`config.mk`:
```
export PLATFORM = sky130hd
export DESIGN_NAME = bcd_scan_display
export DESIGN_NICKNAME = d
export VERILOG_FILES = /design/src/rtl/bcd_scan_display.sv
export SDC_FILE = /design/constraint.sdc
export NUM_CORES = 1
export LEC_CHECK = 0
export BUFFER_PORTS_ARGS = -buffer_cell sky130_fd_sc_hd__buf_2
export CORE_MARGIN = 2
export CORE_UTILIZATION = 41
export CTS_BUF_LIST = sky130_fd_sc_hd__clkbuf_16
export CTS_CLUSTER_DIAMETER = 40
export DETAILED_ROUTE_END_ITERATION = 10
export SLEW_MARGIN = 20
export SYNTH_ARGS = -nofsm -noshare
export SYNTH_HDL_FRONTEND = slang
export SYNTH_SLANG_ARGS = --single-unit
```
`constraint.sdc`:
```
create_clock -name clk -period 1.6 [get_ports clk]
set_clock_uncertainty 0.05 [all_clocks]
set_input_delay 0.24 -clock clk [delete_from_list [all_inputs] [get_ports clk]]
set_output_delay 0.24 -clock clk [all_outputs]
set_load 0.05 [all_outputs]
```
`src/rtl/bcd_scan_display.sv`:
```
// Two-digit multiplexed seven-segment driver for a bcd_adder result.
// Holds the captured sum/carry and scans units, gap, tens, gap onto one active-low bus.
module bcd_scan_display #(
    parameter int DIGIT_CYCLES = 8,
    parameter int GAP_CYCLES   = 2,
    parameter bit BLANK_LZ     = 1'b1
) (
    input  logic       clk,
    input  logic       rst_n,
    input  logic       load,
    input  logic [3:0] s,
    input  logic       c,
    output logic [6:0] seg,
    output logic [1:0] an,
    output logic       err
);

    localparam int MAX_N = (DIGIT_CYCLES > GAP_CYCLES) ? DIGIT_CYCLES : GAP_CYCLES;
    localparam int CNT_W = (MAX_N > 1) ? $clog2(MAX_N) : 1;
    localparam logic [CNT_W-1:0] DIG_LAST = CNT_W'(DIGIT_CYCLES - 1);
    localparam logic [CNT_W-1:0] GAP_LAST = CNT_W'((GAP_CYCLES > 0) ? GAP_CYCLES - 1 : 0);
    localparam logic [6:0] SEG_BLANK = 7'b1111111;
    localparam logic [6:0] SEG_E     = 7'b0000110;

    typedef enum logic [1:0] {
        UNITS,
        GAP_U,
        TENS,
        GAP_T
    } state_t;

    state_t           state_q, state_d;
    logic [CNT_W-1:0] cnt_q, cnt_d;
    logic [3:0]       s_q;
    logic             c_q;
    logic             err_q;

    function automatic logic [6:0] glyph(input logic [3:0] d);
        logic [6:0] g;
        case (d)
            4'd0:    g = 7'b1000000;
            4'd1:    g = 7'b1111001;
            4'd2:    g = 7'b0100100;
            4'd3:    g = 7'b0110000;
            4'd4:    g = 7'b0011001;
            4'd5:    g = 7'b0010010;
            4'd6:    g = 7'b0000010;
            4'd7:    g = 7'b1111000;
            4'd8:    g = 7'b0000000;
            4'd9:    g = 7'b0010000;
            default: g = SEG_E;
        endcase
        return g;
    endfunction

    // Held data loads independently of the scan; reset wins over load.
    always_ff @(posedge clk) begin
        if (!rst_n) begin
            state_q <= UNITS;
            cnt_q   <= '0;
            s_q     <= '0;
            c_q     <= 1'b0;
            err_q   <= 1'b0;
        end else begin
            state_q <= state_d;
            cnt_q   <= cnt_d;
            if (load) begin
                s_q   <= s;
                c_q   <= c;
                err_q <= (s > 4'd9);
            end
        end
    end

    always_comb begin
        state_d = state_q;
        cnt_d   = cnt_q + CNT_W'(1);
        an      = 2'b11;
        seg     = SEG_BLANK;
        case (state_q)
            UNITS: begin
                an  = 2'b10;
                seg = err_q ? SEG_E : glyph(s_q);
                if (cnt_q == DIG_LAST) begin
                    cnt_d   = '0;
                    state_d = (GAP_CYCLES > 0) ? GAP_U : TENS;
                end
            end
            GAP_U: begin
                if (cnt_q == GAP_LAST) begin
                    cnt_d   = '0;
                    state_d = TENS;
                end
            end
            TENS: begin
                an = 2'b01;
                if (err_q)
                    seg = SEG_E;
                else if (c_q)
                    seg = glyph(4'd1);
                else if (BLANK_LZ)
                    seg = SEG_BLANK;
                else
                    seg = glyph(4'd0);
                if (cnt_q == DIG_LAST) begin
                    cnt_d   = '0;
                    state_d = (GAP_CYCLES > 0) ? GAP_T : UNITS;
                end
            end
            GAP_T: begin
                if (cnt_q == GAP_LAST) begin
                    cnt_d   = '0;
                    state_d = UNITS;
                end
            end
            default: begin
                cnt_d   = '0;
                state_d = UNITS;
            end
        endcase
    end

    assign err = err_q;

endmodule

```
* Yosys cells after proc, flatten, opt, wreduce, memory -nomap -nowiden
Memories as Yosys holds them, arrays and structs flattened. A register that Yosys moved wholly into a read port is not among the register bits.
Index checks and enable logic that the tools add are counted.
** Word-level totals
- Memory bits (read-only) :: 112
- Memories :: 1
- Register bits :: 11
- Bits of input ports :: 8
- Output and inout port bits :: 10
- Logic and storage cells :: 36
** Memory list
- (no name shown) :: depth 16, width 7, rd ports 1, clocked after Yosys merged registers in 1, wr ports 0, line 40 : case (d)
** Cells by class
- Equality and inequality tests :: 9
- $lt $le $gt $ge :: 1
- Reductions and logical operators :: 4
- Add/subtract/negate cells :: 1
- Muxes and demuxes :: 15
** Operators by type and width (count)
- $mux 7 :: 2
- $pmux 7 s2 :: 1
- $mux 3 :: 3
- $mux 2 :: 4
- $mux 4 :: 2
- $ne 2x2->1 const B :: 4
- $pmux 2 s4 :: 1
- $pmux 3 s2 :: 1
- $eq 2x2->1 const B :: 2
- $gt 4x4->1 const B :: 1
- $pmux 2 s2 :: 1
- $reduce_and 4->1 :: 1
- $reduce_or 2->1 :: 2
- $add 3x1->3 const B :: 1
- $eq 3x1->1 const B :: 1
- $eq 3x3->1 const B :: 1
- $eq 2x1->1 const B :: 1
- $logic_not 2->1 :: 1

* Logic depth before layout (Yosys ltp)
Gate-level depths: netlist of the first run.
- Depth after elaboration :: 3
- Mapped depth :: 9
- Gate-level depth less buffers :: 8

* Worst setup path before layout of the first run
No wires, ideal clock.
- Kind :: reg-to-output
- From :: reg state_q[0]
- To :: out seg[0]
- Path buffers :: 0
- Data required time :: 1310 ps
- Arrival time :: 1846 ps
- Stages on the path, launching flop included :: 5
- Path slack :: -536 ps
- Cells stage by stage :: dfxtp_1 > inv_1 > ha_1 > nor2_1 > o21ai_0
** On the way
- Cells in the longest elaborated chain, start to end :: 2
- Elaborated cells on any way between the ends :: 3
- Classes of those cells :: eq/ne (1); mux (1); reduce/logical (1)
** RTL lines
- start: declaration :: line 32 : state_t state_q, state_d;
- start signal: assignment :: line 65 : state_q <= state_d;
- $eq 2x2->1 or $logic_not 2->1 (tied branches) :: line 80 : case (state_q)
- $pmux 7 s2 (*) :: line 80
- end: declaration :: line 13 : output logic [6:0] seg,
Every way passes the cells marked *; elsewhere a longest branch is shown, timed or not.

* Worst setup path after layout of the first run
- From :: reg state_q[0]
- To :: out seg[6]
The elaborated chain is that of the path after synthesis.

==> out/qor.yml, run 1 <==
outcome:
  outcome: "finished, violations left"
  violations: "negative setup slack"
pwr:
  powerDensity_nw_per_um2: 895
  power_frac_comb: 0.233
  swShare: 0.270
  clkPwrFrac: 0.372
  power.leakage_nw: 0.658
  switching_power_mw: 0.343
  ir_worst_vdd_v: 0.000738
  pwr-share-seq: 0.394
  p_int_mw: 0.929
min_path:
  hold_path.class: "input pin to register"
  hold_end: "s_q[0]"
  holdCritStartpoint: "rst_n"
  worstHoldPathCells: 2
die:
  die_y_microns: 53.2
  die_area_sq_um: 2830
  pin_count: 18
  start_util: 0.441
  num_rows: 17
  fp.dieW_microns: 53.2
  coreArea_sq_um: 2250
finish:
  final_common_cell: "dfxtp_1"
  ff_latch_area_sq_um: 365
  n_antenna_cell: 0
  mostFrequentLayoutCells: "dfxtp_1 (16), buf_4 (13), ha_1 (11)"
  final_cells: 168
  nets: 164
  drive_gt1_frac: 0.443
  syn_to_final_growth_pct: 43.1
  fill_cells: 190
  multi_input_area_sq_um: 667
critical_path:
  path_class: "register to output port"
  crit_arrival_ns: 1.35
  crit_required_ns: 1.31
  r2r-start: "state_q[1]"
  worstSetupEndpointType: "output port"
  rr_endpoint: "state_q[1]"
  rrSetupSlack_ns: 0.12
  reg2reg_depth: 7
  crit_path_start: "state_q[0]"
  startpoint_type: "register"
  path_max_fanout: 5
drt:
  dr.pass1.iters: 4
  drc: 0
  num_vias: 801
  ant_nets: 0
  routedWlPerCell_microns: 12.5
  vias_per_cell: 4.77
  first_iter_violations: 9
  drt-total-wl_mm: 2.10
timing:
  hold-worst-slack_ns: 0.211
  max_slew_margin: 0.720
  finalHoldViolations: 0
  slew_violations: 0
  max_freq_mhz: 608
  rsz0062_at_grt: "true"
  fin_crit_ns: 1.64
  setup_viol: 7
  fin_ws_ns: -0.0435
  post-route-period-util: 1.03
  tightestPinTransition_ns: 0.419
cts:
  clk_path_buf_depth: 2
  cts_sinks: 18
  clk_latency_ns: 0.24
  root_buffer: "clkbuf_16"
  cts_made_buffers: 3
  cts_tree: "done"
  h-tree-depth: 1
  postCtsHoldBufs: 0
  clk_pin_slew_ns: 0.05
placed_design:
  port_buffers: 17
  dp.cells: 164
  dp_hpwl_mm: 1.55
  gp_congestion: 0.777
grt:
  grt_pass1_wl_mm: 3.32
  grtUsageTotal: 0.164
  grt_max_degree: 10
  grt_pass1_vias: 767
  gr-total-overflow: 0
  antenna_found_initial: 0
yosys:
  synth_seq_cells: 18
  synth_cell_types: 31
  synth_cells: 110
  netlist_area_sq_um: 993
  yosys_warnings: 0
  synth_nets: 132
  syn_area_per_cell_sq_um: 9.03
  yosysSeqAreaShare: 0.363
flow_run:
  cap_viol_max_count: 0
[cells in the mapped netlist]
| cell | instances | area share |
|---|---|---|
| inv_1 | 8 | 0.030 |
| o21ai_0 | 9 | 0.045 |
| buf_2 | 1 | 0.0050 |
| ha_1 | 14 | 0.18 |
| a21boi_0 | 1 | 0.0076 |
| a21o_1 | 1 | 0.0076 |
| o211ai_1 | 1 | 0.0076 |
| mux2_4 | 1 | 0.015 |
| nor2_1 | 11 | 0.042 |
| o21bai_1 | 1 | 0.0076 |
| a21oi_2 | 1 | 0.0088 |
| dfxtp_1 | 18 | 0.36 |
| nor2b_1 | 8 | 0.050 |
| clkbuf_1 | 1 | 0.0038 |
| nand3_1 | 1 | 0.0050 |
| mux2i_1 | 5 | 0.050 |
| a211oi_1 | 1 | 0.0076 |
| nand2b_1 | 2 | 0.013 |
| nand2_1 | 8 | 0.030 |
| nor3_1 | 1 | 0.0050 |
| or2_2 | 1 | 0.0063 |
| o21ai_1 | 1 | 0.0050 |
| buf_6 | 1 | 0.011 |
| o211a_1 | 1 | 0.010 |
| a31oi_1 | 1 | 0.0063 |
| inv_6 | 1 | 0.0088 |
| nand2_8 | 1 | 0.020 |
| o22ai_1 | 1 | 0.0063 |
| a21oi_1 | 6 | 0.030 |
| o21a_1 | 1 | 0.0076 |
| and2b_1 | 1 | 0.0076 |
[per-layer routing]
metal / track usage / share of wire
met1: 0.178 / 0.43
met2: 0.311 / 0.54
met3: 0.0339 / 0.022
met4: 0.0513 / 0.0062
met5: 0 / 0
[cell type report]
cell class,count,area share
well taps,28,0.0246
clock buffers,3,0.0528
flip-flops and latches,18,0.257
repair buffers,30,0.165
inverters,9,0.0308
multi-input cells,80,0.469
[what timing repair did]
item / CTS / global route
setup buffers: 0 / 1
endpoints found under the setup margin: 7 / 13
gates resized for setup: 33 / 15
pin swaps: 5 / 5
[critical path, cell delays in order (launching register included)]
cell	delay (ns)
dfxtp_2	0.35
inv_4	0.06
ha_4	0.16
or2_4	0.28
o21ai_2	0.08
buf_6	0.18
[kinds of logic after synthesis]
group,Yosys count,share of synthesized area
buf+inv,12,0.0592
fa+ha+maj,14,0.176
mux,6,0.0655
simple gates,34,0.179
compound gates,26,0.157
flops,18,0.363
[worst max path at each step]
stage          endpoint  cells after the start
4_1_cts          seg[2]                      6
6_report         seg[6]                      5
3_3_place_gp   register                      7
5_1_grt          seg[6]                      6
2_1_floorplan    seg[0]                      4
3_5_place_dp   register                      7
[through the flow]
stage          setup TNS (ns)  utilization  power [mW]  setup WS [ns]  cell area (sq um)
5_1_grt                -0.513        0.630        1.32         -0.105               1420
6_report               -0.162        0.630        1.27        -0.0435               1420
2_1_floorplan          -0.993            -       0.691         -0.199               1000
3_5_place_dp          -0.0705        0.529       0.757        -0.0531               1190
3_3_place_gp                0        0.529       0.753       0.000635               1190
4_1_cts                -0.259        0.613        1.27        -0.0533               1380
[power groups by stage]
| stage | clock (mW) | combinational, mW | sequential [mW] |
|---|---|---|---|
| 6_report | 0.474 | 0.297 | 0.502 |
| 5_1_grt | 0.499 | 0.321 | 0.505 |
| 4_1_cts | 0.483 | 0.291 | 0.501 |
| 3_5_place_dp | 0 | 0.250 | 0.507 |
| 3_3_place_gp | 0 | 0.247 | 0.506 |
| 2_1_floorplan | 0 | 0.184 | 0.507 |
No activity file was read; power rests on OpenSTA's default activity.
==> run 2: changes to the inputs <==
CORE_UTILIZATION = 45   (was 41)
PLACE_DENSITY = 0.69   (was not set)
SLEW_MARGIN = 10   (was 20)
==> out/qor.yml, run 2 (same netlist as run 1, synthesis figures left out) <==
timing:
  tightestPinTransition_ns: 0.510  # +0.0911 ns
  finalHoldViolations: 0  # unchanged
  max_freq_mhz: 601  # -1.3%
  post-route-period-util: 1.04  # +0.0134
  fin_ws_ns: -0.0650  # -0.0215 ns
  slew_violations: 0  # unchanged
  setup_viol: 6  # -1
  max_slew_margin: 0.659  # -0.0608
  fin_crit_ns: 1.66  # +0.0215 ns
  rsz0062_at_grt: "true"
grt:
  grt_pass1_wl_mm: 3.77  # +14%
  grt_pass1_vias: 873  # +14%
  gr-total-overflow: 0  # unchanged
  antenna_found_initial: 0  # unchanged
  grtUsageTotal: 0.198  # +0.0335
  grt_max_degree: 10  # unchanged
die:
  die_y_microns: 51.0  # -4.2%
  die_area_sq_um: 2600  # -8.2%
  pin_count: 18  # unchanged
  fp.dieW_microns: 51.0  # -4.2%
  num_rows: 17  # unchanged
  coreArea_sq_um: 2150  # -4.7%
  start_util: 0.462  # +0.0218
placed_design:
  dp_hpwl_mm: 1.50  # -3.5%
  gp_congestion: 0.810  # +4.2%
  dp.cells: 165  # +0.61%
  port_buffers: 17  # unchanged
  post_dp_cell_area_sq_um: 1200  # +0.63%
flow_run:
  cap_viol_max_count: 0  # unchanged
critical_path:
  path_class: "register to output port"
  crit_required_ns: 1.31  # about the same
  startpoint_type: "register"
  path_max_fanout: 5  # unchanged
  crit_arrival_ns: 1.37  # +0.02 ns
  worstSetupEndpointType: "output port"
pwr:
  powerDensity_nw_per_um2: 907  # +1.3%
  power.leakage_nw: 0.657  # -0.26%
  ir_worst_vdd_v: 0.000588  # -20%
finish:
  design_area_sq_um: 1420  # -0.35%
  syn_to_final_growth_pct: 42.6
  mostFrequentLayoutCells: "dfxtp_1 (16), buf_4 (13), ha_1 (11)"
  final_common_cell: "dfxtp_1"
  n_antenna_cell: 0  # unchanged
  nets: 164  # unchanged
  final_cells: 168  # unchanged
  drive_gt1_frac: 0.421  # -0.0214
drt:
  first_iter_violations: 12  # +3
  num_vias: 849  # +6.0%
  dr.pass1.iters: 4  # unchanged
  ant_nets: 0  # unchanged
  drt-total-wl_mm: 2.34  # +11%
  vias_per_cell: 5.05  # +6.0%
  routedWlPerCell_microns: 13.9  # +11%
  drc: 0  # unchanged
cts:
  postCtsHoldBufs: 0  # unchanged
  root_buffer: "clkbuf_16"
  clk_path_buf_depth: 2  # unchanged
  clk_latency_ns: 0.25  # about the same
  cts_sinks: 18  # unchanged
  clk_pin_slew_ns: 0.05  # about the same
  cts_made_buffers: 3  # unchanged
  cts_tree: "done"
  h-tree-depth: 1  # unchanged
outcome:
  violations: "negative setup slack"
  outcome: "finished, violations left"
min_path:
  hold_path.class: "input pin to register"
[run 2: cell counts in the layout (fill, tap and decap cells not counted)]
No cell type changed its count.
[run 2: repair_timing]
action,4_1_cts,5_1_grt
pin swaps,4,2
gates resized for setup,35,10
endpoints found under the setup margin,7,13
buffers inserted,0,0
[run 2: worst paths after layout]
kind                   start          to  slack, ns  cells past startpoint
hold reg to reg     cnt_q[0]    cnt_q[0]       0.40                      1
setup reg to reg  state_q[1]  state_q[1]       0.12                      7
hold / removal             c         c_q       0.21                      3
setup / recovery  state_q[1]      seg[3]      -0.06                      5
[run 2: layer usage]
metal,GRT usage,share of wire,vias to the layer above
li1,-,-,428
met1,0.207,0.40,395
met2,0.361,0.54,18
met3,0.0409,0.026,8
met4,0.113,0.031,0
met5,0,0,-
[run 2: critical path: stages (launching register included)]
cell and delay (ns):
dfxtp_4 0.37, inv_4 0.04, ha_4 0.16, or2_4 0.29, o21ai_2 0.09, buf_6 0.18
[run 2: layout make-up]
type | instances | area (sq um)
multi-input cells | 80 | 662
fillers | 161 | 732
well taps | 28 | 35.0
flip-flops and latches | 18 | 365
repair buffers | 30 | 235
clock buffers | 3 | 75.1
inverters | 9 | 43.8
[run 2: through the flow]
| step | worst slack (ns) | util | power (mW) | setup TNS [ns] | hold WS (ns) |
|---|---|---|---|---|---|
| after floorplan | -0.199 | - | 0.691 | -0.993 | 0.327 |
| after global placement | 0.000509 | 0.559 | 0.750 | 0 | 0.381 |
| after detailed placement | -0.0384 | 0.559 | 0.757 | -0.0384 | 0.400 |
| after CTS | -0.0434 | 0.649 | 1.28 | -0.235 | 0.214 |
| after global routing | -0.0927 | 0.659 | 1.33 | -0.541 | 0.243 |
| final | -0.0650 | 0.659 | 1.28 | -0.305 | 0.211 |
[run 2: power by group]
part / switching, mW / internal (mW)
clock network: 0.154 / 0.328
registers: 0.0211 / 0.481
logic: 0.180 / 0.121
total: 0.355 / 0.930
